### src/rtl/adder_arbiter.sv
// Two-requester round-robin arbiter in front of one shared 32-bit adder.
// The adder sees only registered operands and is sampled SETTLE_CYCLES edges after acceptance.
module adder_arbiter #(
  parameter int unsigned SETTLE_CYCLES = 2
) (
  input  logic        clk,
  input  logic        rst_n,
  input  logic        req0_valid,
  input  logic [31:0] req0_a,
  input  logic [31:0] req0_b,
  output logic        req0_ready,
  input  logic        req1_valid,
  input  logic [31:0] req1_a,
  input  logic [31:0] req1_b,
  output logic        req1_ready,
  output logic        rsp_valid,
  input  logic        rsp_ready,
  output logic        rsp_id,
  output logic [31:0] rsp_sum,
  output logic        rsp_cout,
  output logic        busy
);

  if (SETTLE_CYCLES < 1 || SETTLE_CYCLES > 15) begin : g_bad_settle
    $error("SETTLE_CYCLES must be in 1..15");
  end

  localparam logic [3:0] CntLoad = 4'(SETTLE_CYCLES - 1);

  typedef enum logic [1:0] {StIdle, StBusy, StDone} state_e;

  state_e      state_q, state_d;
  logic [3:0]  cnt_q, cnt_d;
  logic        last_grant_q, last_grant_d;
  logic [31:0] op_a_q, op_a_d;
  logic [31:0] op_b_q, op_b_d;
  logic        owner_q, owner_d;
  logic [31:0] sum_q, sum_d;
  logic        cout_q, cout_d;
  logic        id_q, id_d;

  logic        grant_vld;
  logic        grant_id;
  logic        cnt_zero;
  logic [31:0] add_sum;
  logic        add_cout;

  // The single shared adder; carry-in is tied low.
  assign {add_cout, add_sum} = 33'(op_a_q) + 33'(op_b_q) + 33'(1'b0);

  assign cnt_zero = (cnt_q == 4'd0);

  // Grant is only offered in IDLE and never while reset is held.
  always_comb begin
    grant_vld = 1'b0;
    grant_id  = 1'b0;
    if (state_q == StIdle && rst_n) begin
      if (req0_valid && req1_valid) begin
        grant_vld = 1'b1;
        grant_id  = ~last_grant_q;
      end else if (req0_valid) begin
        grant_vld = 1'b1;
        grant_id  = 1'b0;
      end else if (req1_valid) begin
        grant_vld = 1'b1;
        grant_id  = 1'b1;
      end
    end
  end

  assign req0_ready = grant_vld & ~grant_id;
  assign req1_ready = grant_vld & grant_id;

  // FSM: state register
  always_ff @(posedge clk or negedge rst_n) begin
    if (!rst_n) begin
      state_q <= StIdle;
    end else begin
      state_q <= state_d;
    end
  end

  // FSM: next state
  always_comb begin
    state_d = state_q;
    unique case (state_q)
      StIdle: if (grant_vld) state_d = StBusy;
      StBusy: if (cnt_zero) state_d = StDone;
      StDone: if (rsp_ready) state_d = StIdle;
      default: state_d = StIdle;
    endcase
  end

  // FSM: outputs
  always_comb begin
    rsp_valid = (state_q == StDone);
    busy      = (state_q != StIdle);
  end

  // Datapath next-state
  always_comb begin
    cnt_d        = cnt_q;
    last_grant_d = last_grant_q;
    op_a_d       = op_a_q;
    op_b_d       = op_b_q;
    owner_d      = owner_q;
    sum_d        = sum_q;
    cout_d       = cout_q;
    id_d         = id_q;
    if (state_q == StIdle && grant_vld) begin
      cnt_d        = CntLoad;
      last_grant_d = grant_id;
      owner_d      = grant_id;
      op_a_d       = grant_id ? req1_a : req0_a;
      op_b_d       = grant_id ? req1_b : req0_b;
    end else if (state_q == StBusy) begin
      if (cnt_zero) begin
        sum_d  = add_sum;
        cout_d = add_cout;
        id_d   = owner_q;
      end else begin
        cnt_d = cnt_q - 4'd1;
      end
    end
  end

  // last_grant resets to 1 so requester 0 wins the first tie.
  always_ff @(posedge clk or negedge rst_n) begin
    if (!rst_n) begin
      cnt_q        <= 4'd0;
      last_grant_q <= 1'b1;
      op_a_q       <= 32'd0;
      op_b_q       <= 32'd0;
      owner_q      <= 1'b0;
      sum_q        <= 32'd0;
      cout_q       <= 1'b0;
      id_q         <= 1'b0;
    end else begin
      cnt_q        <= cnt_d;
      last_grant_q <= last_grant_d;
      op_a_q       <= op_a_d;
      op_b_q       <= op_b_d;
      owner_q      <= owner_d;
      sum_q        <= sum_d;
      cout_q       <= cout_d;
      id_q         <= id_d;
    end
  end

  assign rsp_sum  = sum_q;
  assign rsp_cout = cout_q;
  assign rsp_id   = id_q;

endmodule

### config.mk
export PLATFORM = sky130hd
export DESIGN_NAME = adder_arbiter
export DESIGN_NICKNAME = d
export VERILOG_FILES = /design/src/rtl/adder_arbiter.sv
export SDC_FILE = /design/constraint.sdc
export NUM_CORES = 1
export LEC_CHECK = 0
export ABC_AREA = 0
export BUFFER_PORTS_ARGS = -buffer_cell sky130_fd_sc_hd__buf_2
export CORE_UTILIZATION = 50
export CTS_BUF_LIST = sky130_fd_sc_hd__clkbuf_16
export CTS_CLUSTER_SIZE = 30
export DETAILED_ROUTE_END_ITERATION = 12
export PLACE_DENSITY = 0.75
export SYNTH_ARGS = -nofsm -noshare
export SYNTH_HDL_FRONTEND = slang
export SYNTH_SLANG_ARGS = --single-unit
### constraint.sdc
create_clock -name clk -period 3.1 [get_ports clk]
set_input_delay 0 -clock clk [delete_from_list [all_inputs] [get_ports clk]]
set_output_delay 0 -clock clk [all_outputs]
set_load 0.1 [all_outputs]
==> summary.md, run 1 <==
| Metric | Value |
|---|---|
| Status | complete, no violations |
| Clk pin slew, worst setup/hold paths | 0.07 ns |
| Mapped Nets | 880 |
| Largest family of logic cells by synthesized area | compound AO/OA/AOI/OAI gates |
| Wire length per cell | 17.14 µm |
| Initial antenna violation count | 0 |
| Largest buffer count on any clock path | 2 |
| Predominant post-synthesis flop cell | dfrtp_1 |
| TritonCTS clock tree | built |
| Finish-stage setup viols | 0 |
| Post-Syn Instances | 712 |
| Worst-margin pin slew | 0.7537 ns |
| Avg Synthesized Cell Area | 8.700 µm² |
| GPL Wtd Cong | 0.8976 |
| Post-synth top area share | 42.42% |
| Setup Total Neg Slack | 0 ns |
| RR Startpoint | state_q[0]$_DFFE_PN0P_ |
| R2R Setup Slk | 0.22 ns |
| Layout cells sized above 1 | 20.98% |
| Post-route ant nets | 0 |
| FP Rows | 40 |
| Mux contribution to synthesized area | 0.3232% |
| Post-CTS resize count | 0 |
| Register area | 0.002654 mm² |
| Drt pass-1 iters | 5 |
| Port Buffers | 170 |
| CP max FO | 37 |
| Kind of start point of the critical path | flip-flop |
| Post-synth EDFFs | 0 |
| Detailed Route Iter0 Violations | 430 |
| DP Wirelength | 13000 µm |
| Worst-case clock skew | 0.007522 ns |
| Io pins | 171 |
| Min cycle time layout | 2.883 ns |
| CP Capture Type | flip-flop |
| Compound-gate portion of the synthesized area | 23.39% |
| Synth area leader | dfrtp_1 |
| Drt total wl | 19970 µm |
| Largest net degree at the start of global routing | 69 |
| Die ar. | 0.01284 mm² |
| Data arrival, critical path | 3.11 ns |
| Synth Register Bits | 106 |
| Nets | 1159 |
| RSZ-0062 raised after global routing | false |
| Fin. max-slew vios | 0 |
| VDD IR-drop max | 720.6 µV |
| Reg2Reg Depth | 8 |
| Area of the multi-input gates | 0.003341 mm² |
| Top post-synthesis cells by area | dfrtp_1 42%, nand2_1 12%, a22oi_1 7.9% |
| Vias in the first global route | 6512 |
| Post-Synth XOR/XNOR Area | 3.959% |
| Worst rel slew slack | 49.76% |
| Clock latency on the worst-skew pair | 0.36 ns |
| MaxCap Viol Count | 0 |
| Critical path origin | state_q[0]$_DFFE_PN0P_ |
| CP endpoint | op_b_q[4]$_DFFE_PN0P_ |
| Worst r2r dst | op_b_q[4]$_DFFE_PN0P_ |
| Yosys warns | 0 |
| Pwr Density | 1354 mW/mm² |
| Pleak | 0.004366 µW |
| Total number of vias | 6515 |
| Sequential share of the synthesized area | 42.84% |
| Clock sinks | 106 |
| FILL cells | 881 |
| DR vias/cell | 5.592 |
| Adder-cell area share of the yosys netlist | 7.190% |
| Final period util | 93.00% |
| Root Buffer | clkbuf_16 |
| Hold Vio Cnt, Final | 0 |
| Tot GR Track Use | 32.11% |
| DIE HEIGHT | 113.3 µm |
| Synth Area in Simple Gates | 18.70% |
| Synth async-reset ratio | 100.0% |
| Yosys cell types | 61 |
| # DRC | 0 |
| Worst hold slack | 0.05334 ns |
| Worst endpoint required time | 3.33 ns |
| H-tree depth | 3 |
| Die width | 113.3 µm |
| Area delta synth->final | 41.95% |
| WS Path Type | flip-flop to flip-flop |
| Initial Util | 51.36% |
| Core footprint | 0.01206 mm² |
| First-pass GRT wire length | 32020 µm |
| Maximum clock rate | 0.3468 GHz |
| Hold Crit Class | input pin to flip-flop |
| Mapped Area | 0.006195 mm² |
| Post-CTS Repair Setup Buffers | 0 |
| Total CTS buffers | 9 |
| GRT Residual Overflow | 0 |
-- area by class of cell --
class / count / area share, %
Multi-Input combinational cell: 553 / 37.99
Clock buffer: 9 / 2.561
Clock inverter: 7 / 0.9676
Antenna cell: 1 / 0.02846
Inverter: 13 / 0.5549
Timing Repair Buffer: 308 / 25.33
Tap cell: 168 / 2.390
Sequential cell: 106 / 30.18
-- logic make-up (layout without fill, tap and decap cells) --
| logic type | after synthesis | in the layout |
|---|---|---|
| mux | 2 | 2 |
| fa+ha+maj | 35 | 35 |
| simple gates | 274 | 274 |
| flops | 106 | 106 |
| buf+inv | 53 | 337 |
| xor+xnor | 28 | 28 |
| compound gates | 214 | 214 |
| other cells | 0 | 1 |
-- power by group --
group	leakage, µW	total [µW]	internal, µW	switching, µW
Sequential	0.00129	2580	2070	502
Clock	0.000154	1220	700	520
Combinational	0.00292	8110	2980	5130
-- stage by stage --
stage / util [%] / setup WS, ns / instances / area [µm²] / power (µW)
3_3_place_gp: 59.52 / 0.4328 / 1018 / 7179 / 9584
3_5_place_dp: 59.52 / 0.4089 / 1018 / 7179 / 9721
4_1_cts: 72.88 / 0.2659 / 1164 / 8791 / 11780
6_report: 72.90 / 0.2169 / 1165 / 8793 / 11910
2_1_floorplan: - / 0.2575 / 712 / 6195 / 8129
5_1_grt: 72.88 / 0.07830 / 1164 / 8791 / 12750
-- worst max-delay path, cell delays in order, from the launching register on --
cell,delay [ns]
dfrtp_1,0.41
or2_2,0.32
nor2_1,0.25
and3_2,0.50
nor2_4,0.18
buf_4,0.30
nand2_1,0.12
nand2_1,0.05
dlygate4sd3_1,0.58
-- metal layers --
layer | track usage, % | part of all wire [%]
met1 | 40.50 | 42
met2 | 56.20 | 50
met3 | 4.285 | 5.3
met4 | 12.02 | 2.5
met5 | 0 | 0
-- layout by cell type, fill, tap and decap left out, drive strengths merged, types with 10 or more instances in the layout --
cell | synthesis | layout
inv | 13 | 14
ha | 34 | 34
dlygate4sd3 | 0 | 130
o21ai | 49 | 49
xor2 | 14 | 14
xnor2 | 14 | 14
dfrtp | 105 | 105
nand2 | 197 | 197
o21bai | 14 | 14
a21o | 10 | 10
a21oi | 34 | 34
a22oi | 66 | 66
nor2 | 27 | 27
buf | 22 | 178
-- how the worst min path moves through the flow --
stage | cells past startpoint | slack, ns | endpoint | from
2_1_floorplan | 0 | -0.30 | cnt_q[0]$_DFFE_PN0P_ | rst_n
3_3_place_gp | 2 | 0.15 | cnt_q[0]$_DFFE_PN0P_ | rst_n
6_report | 3 | 0.05 | cnt_q[2]$_DFFE_PN0P_ | req0_valid
4_1_cts | 3 | 0.04 | cnt_q[2]$_DFFE_PN0P_ | req0_valid
3_5_place_dp | 2 | 0.15 | cnt_q[0]$_DFFE_PN0P_ | rst_n
5_1_grt | 3 | 0.09 | cnt_q[2]$_DFFE_PN0P_ | req0_valid
-- sequential cells by signal, indices dropped and copies added (netlist names) --
signal / cells
cnt_q: 4
last_grant_q: 1
op_a_q: 32
op_b_q: 32
owner_q: 1
rsp_cout: 1
rsp_id: 1
rsp_sum: 32
state_q: 2
-- synth_stat cells (2+ instances only) --
library cell and n:
inv_1 13, nand2_1 196, or4_1 2, nor2_1 27, nor3_1 7, a211oi_1 8, nand2b_1 4, a21o_1 10
mux2i_1 2, o21a_1 2, buf_1 7, nand4_1 8, a31oi_1 6, a21boi_0 3, o21ai_0 46, o21bai_1 14
nor3b_1 2, nor4_1 2, and3_1 4, a22oi_1 65, nor2b_1 2, a211o_1 3, xor2_1 14, buf_2 14
a21oi_1 33, clkbuf_2 2, nand3_1 9, a41oi_1 2, xnor2_1 14, clkbuf_1 16, o21ai_1 3, dfrtp_1 105
o211ai_1 6, ha_1 34
-- what timing repair did --
item	4_1_cts	5_1_grt
hold buffers	130	0
endpoints found under the setup margin	0	0
hold endpoints to repair	113	0
No activity file was read; power rests on OpenSTA's default activity.
==> inputs of run 2 (changes only) <==
--- a/config.mk
+++ b/config.mk
@@ -12,6 +12,7 @@
 export CTS_CLUSTER_SIZE = 30
 export DETAILED_ROUTE_END_ITERATION = 12
 export PLACE_DENSITY = 0.75
+export REMOVE_ABC_BUFFERS = 1
 export SYNTH_ARGS = -nofsm -noshare
 export SYNTH_HDL_FRONTEND = slang
 export SYNTH_SLANG_ARGS = --single-unit
==> run 2 against run 1 <==
Register-to-register slack got worse by 0.03 ns. Combinational power is 0.6% lower. Die area did not move. Worst hold slack gained 0.0021 ns. Sequential power is 2% lower. Non-clock buffer count shrank 1. Wire length is 7.4% lower. First-iteration DRC count is 6.5% higher. Global-route usage is 2.2 points lower. Setup slack worse by 0.032 ns. Critical endpoint is now op_a_q[5]$_DFFE_PN0P_.
==> summary.md, run 2 (same netlist as run 1, synthesis figures left out) <==
| Metric | Value |
|---|---|
| FILL cells | 908 (+3.1%) |
| WS Path Type | flip-flop to flip-flop |
| Drt total wl | 18490 µm (-7.4%) |
| Fin. max-slew vios | 0 (unchanged) |
| Net Sw Frac | 51.98% (+0.28 points) |
| Placed Area | 0.007172 mm² (-0.10%) |
| Kind of start point of the critical path | flip-flop |
| MaxCap Viol Count | 0 (unchanged) |
| DR vias/cell | 5.462 (-2.3%) |
| Wire length per cell | 15.88 µm (-7.3%) |
| Finish-stage setup viols | 0 (unchanged) |
| Initial antenna violation count | 0 (unchanged) |
| Sw Pwr | 6036 µW (-1.9%) |
| RSZ-0062 raised after global routing | false |
| Largest buffer count on any clock path | 2 (unchanged) |
| Hold Vio Cnt, Final | 0 (unchanged) |
| # DRC | 0 (unchanged) |
| Area delta synth->final | 41.06% |
| Worst endpoint required time | 3.39 ns (+0.06 ns) |
| Pleak | 0.004345 µW (-0.49%) |
| Vias in the first global route | 6391 (-1.9%) |
| Worst rel slew slack | 46.78% (-3.0 points) |
| Total CTS buffers | 9 (unchanged) |
| Max incr delay on CP | 0.57 ns (about the same) |
| Worst-path cell chain | or2_2 -> nor2_1 -> and3_2 -> buf_4 -> buf_6 -> a22oi_1 -> nand2_1 -> dlygate4sd3_1 |
| Io pins | 171 (unchanged) |
| Clock latency on the worst-skew pair | 0.36 ns (about the same) |
| Buf+Inv Stages, Crit Path | 3 (+1) |
| Die width | 113.3 µm (unchanged) |
| CP Capture Type | flip-flop |
| Final instance area | 0.008738 mm² (-0.63%) |
| Worst-margin pin slew | 0.7983 ns (+0.04465 ns) |
| Sequential power share | 21.7% (about the same) |
| Hold Crit Class | input pin to flip-flop |
| Status | complete, no violations |
| Clock sinks | 106 (unchanged) |
| Post-CTS Repair Setup Buffers | 0 (unchanged) |
| CP max FO | 41 (+11%) |
| Tot GR Track Use | 29.93% (-2.2 points) |
| Maximum clock rate | 0.3431 GHz (-1.1%) |
| Dpl ws | 0.4102 ns (+0.001247 ns) |
| Worst-case clock skew | 0.008438 ns (+0.0009161 ns) |
| TritonCTS clock tree | built |
| FP Rows | 40 (unchanged) |
| Pwr Density | 1329 mW/mm² (-1.8%) |
| Final Power | 11610 µW (-2.5%) |
| Clk pin slew, worst setup/hold paths | 0.07 ns (about the same) |
| Ant diodes | 0 (-1) |
| GRT Residual Overflow | 0 (unchanged) |
| DIE HEIGHT | 113.3 µm (unchanged) |
| Port Buffers | 170 (unchanged) |
| Register area | 0.002654 mm² (unchanged) |
| Internal Power | 5577 µW (-3.0%) |
| Data arrival, critical path | 3.20 ns (+0.09 ns) |
| Area of the multi-input gates | 0.003347 mm² (+0.19%) |
| Layout cells sized above 1 | 20.58% (-0.40 points) |
| Largest net degree at the start of global routing | 69 (unchanged) |
| VDD IR-drop max | 529.2 µV (-27%) |
| Clk network pwr share | 8.8% (-1.4 points) |
| Min cycle time layout | 2.915 ns (+0.03168 ns) |
| Final period util | 94.03% (+1.0 points) |
| Total number of vias | 6358 (-2.4%) |
| Initial Util | 51.36% (unchanged) |
| Drt pass-1 iters | 5 (unchanged) |
| DP Wirelength | 11870 µm (-8.7%) |
| Critical-path top delay cell | dlygate4sd3_1 |
| Combinational power share | 69.4% (+1.3 points) |
| Die ar. | 0.01284 mm² (unchanged) |
| Root Buffer | clkbuf_16 |
| H-tree depth | 3 (unchanged) |
| First-pass GRT wire length | 30330 µm (-5.3%) |
| CP top delay family | buffers and inverters |
| Post-route ant nets | 0 (unchanged) |
| Core footprint | 0.01206 mm² (unchanged) |
| Setup ws final | 0.1852 ns (-0.03168 ns) |
| Nets | 1159 (unchanged) |
| Most frequent cells in the layout | 195 x nand2_1, 169 x buf_2, 130 x dlygate4sd3_1 |
| GPL Wtd Cong | 0.8799 (-2.0%) |
| Most common cell after layout, fill and taps aside | nand2_1 |
| Detailed Route Iter0 Violations | 458 (+6.5%) |
[run 2: cell count changes in the layout (fill, tap and decap cells not counted)]
cell,change
buf_4,-2
buf_6,+1
bufinv_16,-2
nor2_2,+1
clkinv_1,+2
clkinv_2,-2
inv_1,+2
diode_2,-1
[run 2: area by class of cell]
type | count | share of cell area (%)
Clock buffer | 9 | 2.577
Clock inverter | 7 | 0.3436
Inverter | 13 | 0.5584
Multi-Input combinational cell | 554 | 38.30
Sequential cell | 106 | 30.37
Tap cell | 168 | 2.406
Timing Repair Buffer | 307 | 25.44
[run 2: timing repair]
item	in CTS	in global routing
hold endpoints to repair	108	0
hold buffers	130	0
setup endpoints to repair	0	9
resized for setup	0	1
[run 2: path summary, 6_finish.rpt]
check	startpoint	endpoint	slack, ns	cells past startpoint
min in group asynchronous	rst_n	op_b_q[28]$_DFFE_PN0P_	0.30	3
hold reg to reg	rsp_sum[21]$_DFFE_PN0P_	rsp_sum[21]$_DFFE_PN0P_	0.48	2
hold / removal	req0_valid	cnt_q[3]$_DFFE_PN0P_	0.06	3
max in group asynchronous	rst_n	rsp_sum[2]$_DFFE_PN0P_	1.58	4
setup reg to reg	state_q[0]$_DFFE_PN0P_	op_a_q[5]$_DFFE_PN0P_	0.19	8
setup / recovery	state_q[0]$_DFFE_PN0P_	op_a_q[5]$_DFFE_PN0P_	0.19	8
[run 2: per-stage QoR]
stage,setup TNS (ns),util [%],hold slack [ns],cells
3_3_place_gp,0,59.46,0.1392,1017
2_1_floorplan,-192.19,-,-0.2956,672
6_report,0,72.45,0.05547,1164
3_5_place_dp,0,59.46,0.1512,1017
4_1_cts,0,72.37,0.03824,1163
5_1_grt,0,72.45,0.07746,1164
[run 2: power groups by stage]
stage,registers (µW),logic [µW],clock network (µW)
final,2520,8060,1030
after global routing,2590,8790,1100
after CTS,2520,7900,1050
after detailed placement,2530,7080,0
after global placement,2500,6950,0
after floorplan,3810,4260,0
[run 2: worst register-to-register path: cells and delay by family (launching register included)]
kind | cells | cell delay (ns)
buf+inv | 3 | 1.26
simple gates | 4 | 1.02
flops | 1 | 0.40
compound gates | 1 | 0.17
[run 2: routing by layer]
metal	part of all wire (%)	wire, µm	GRT usage, %	vias to the layer above
met3	3.9	714	3.749	37
met2	50	9328	52.47	212
met1	43	7975	37.64	3013
met4	2.5	470	11.75	0
met5	0	0	0	-
li1	-	-	-	3096
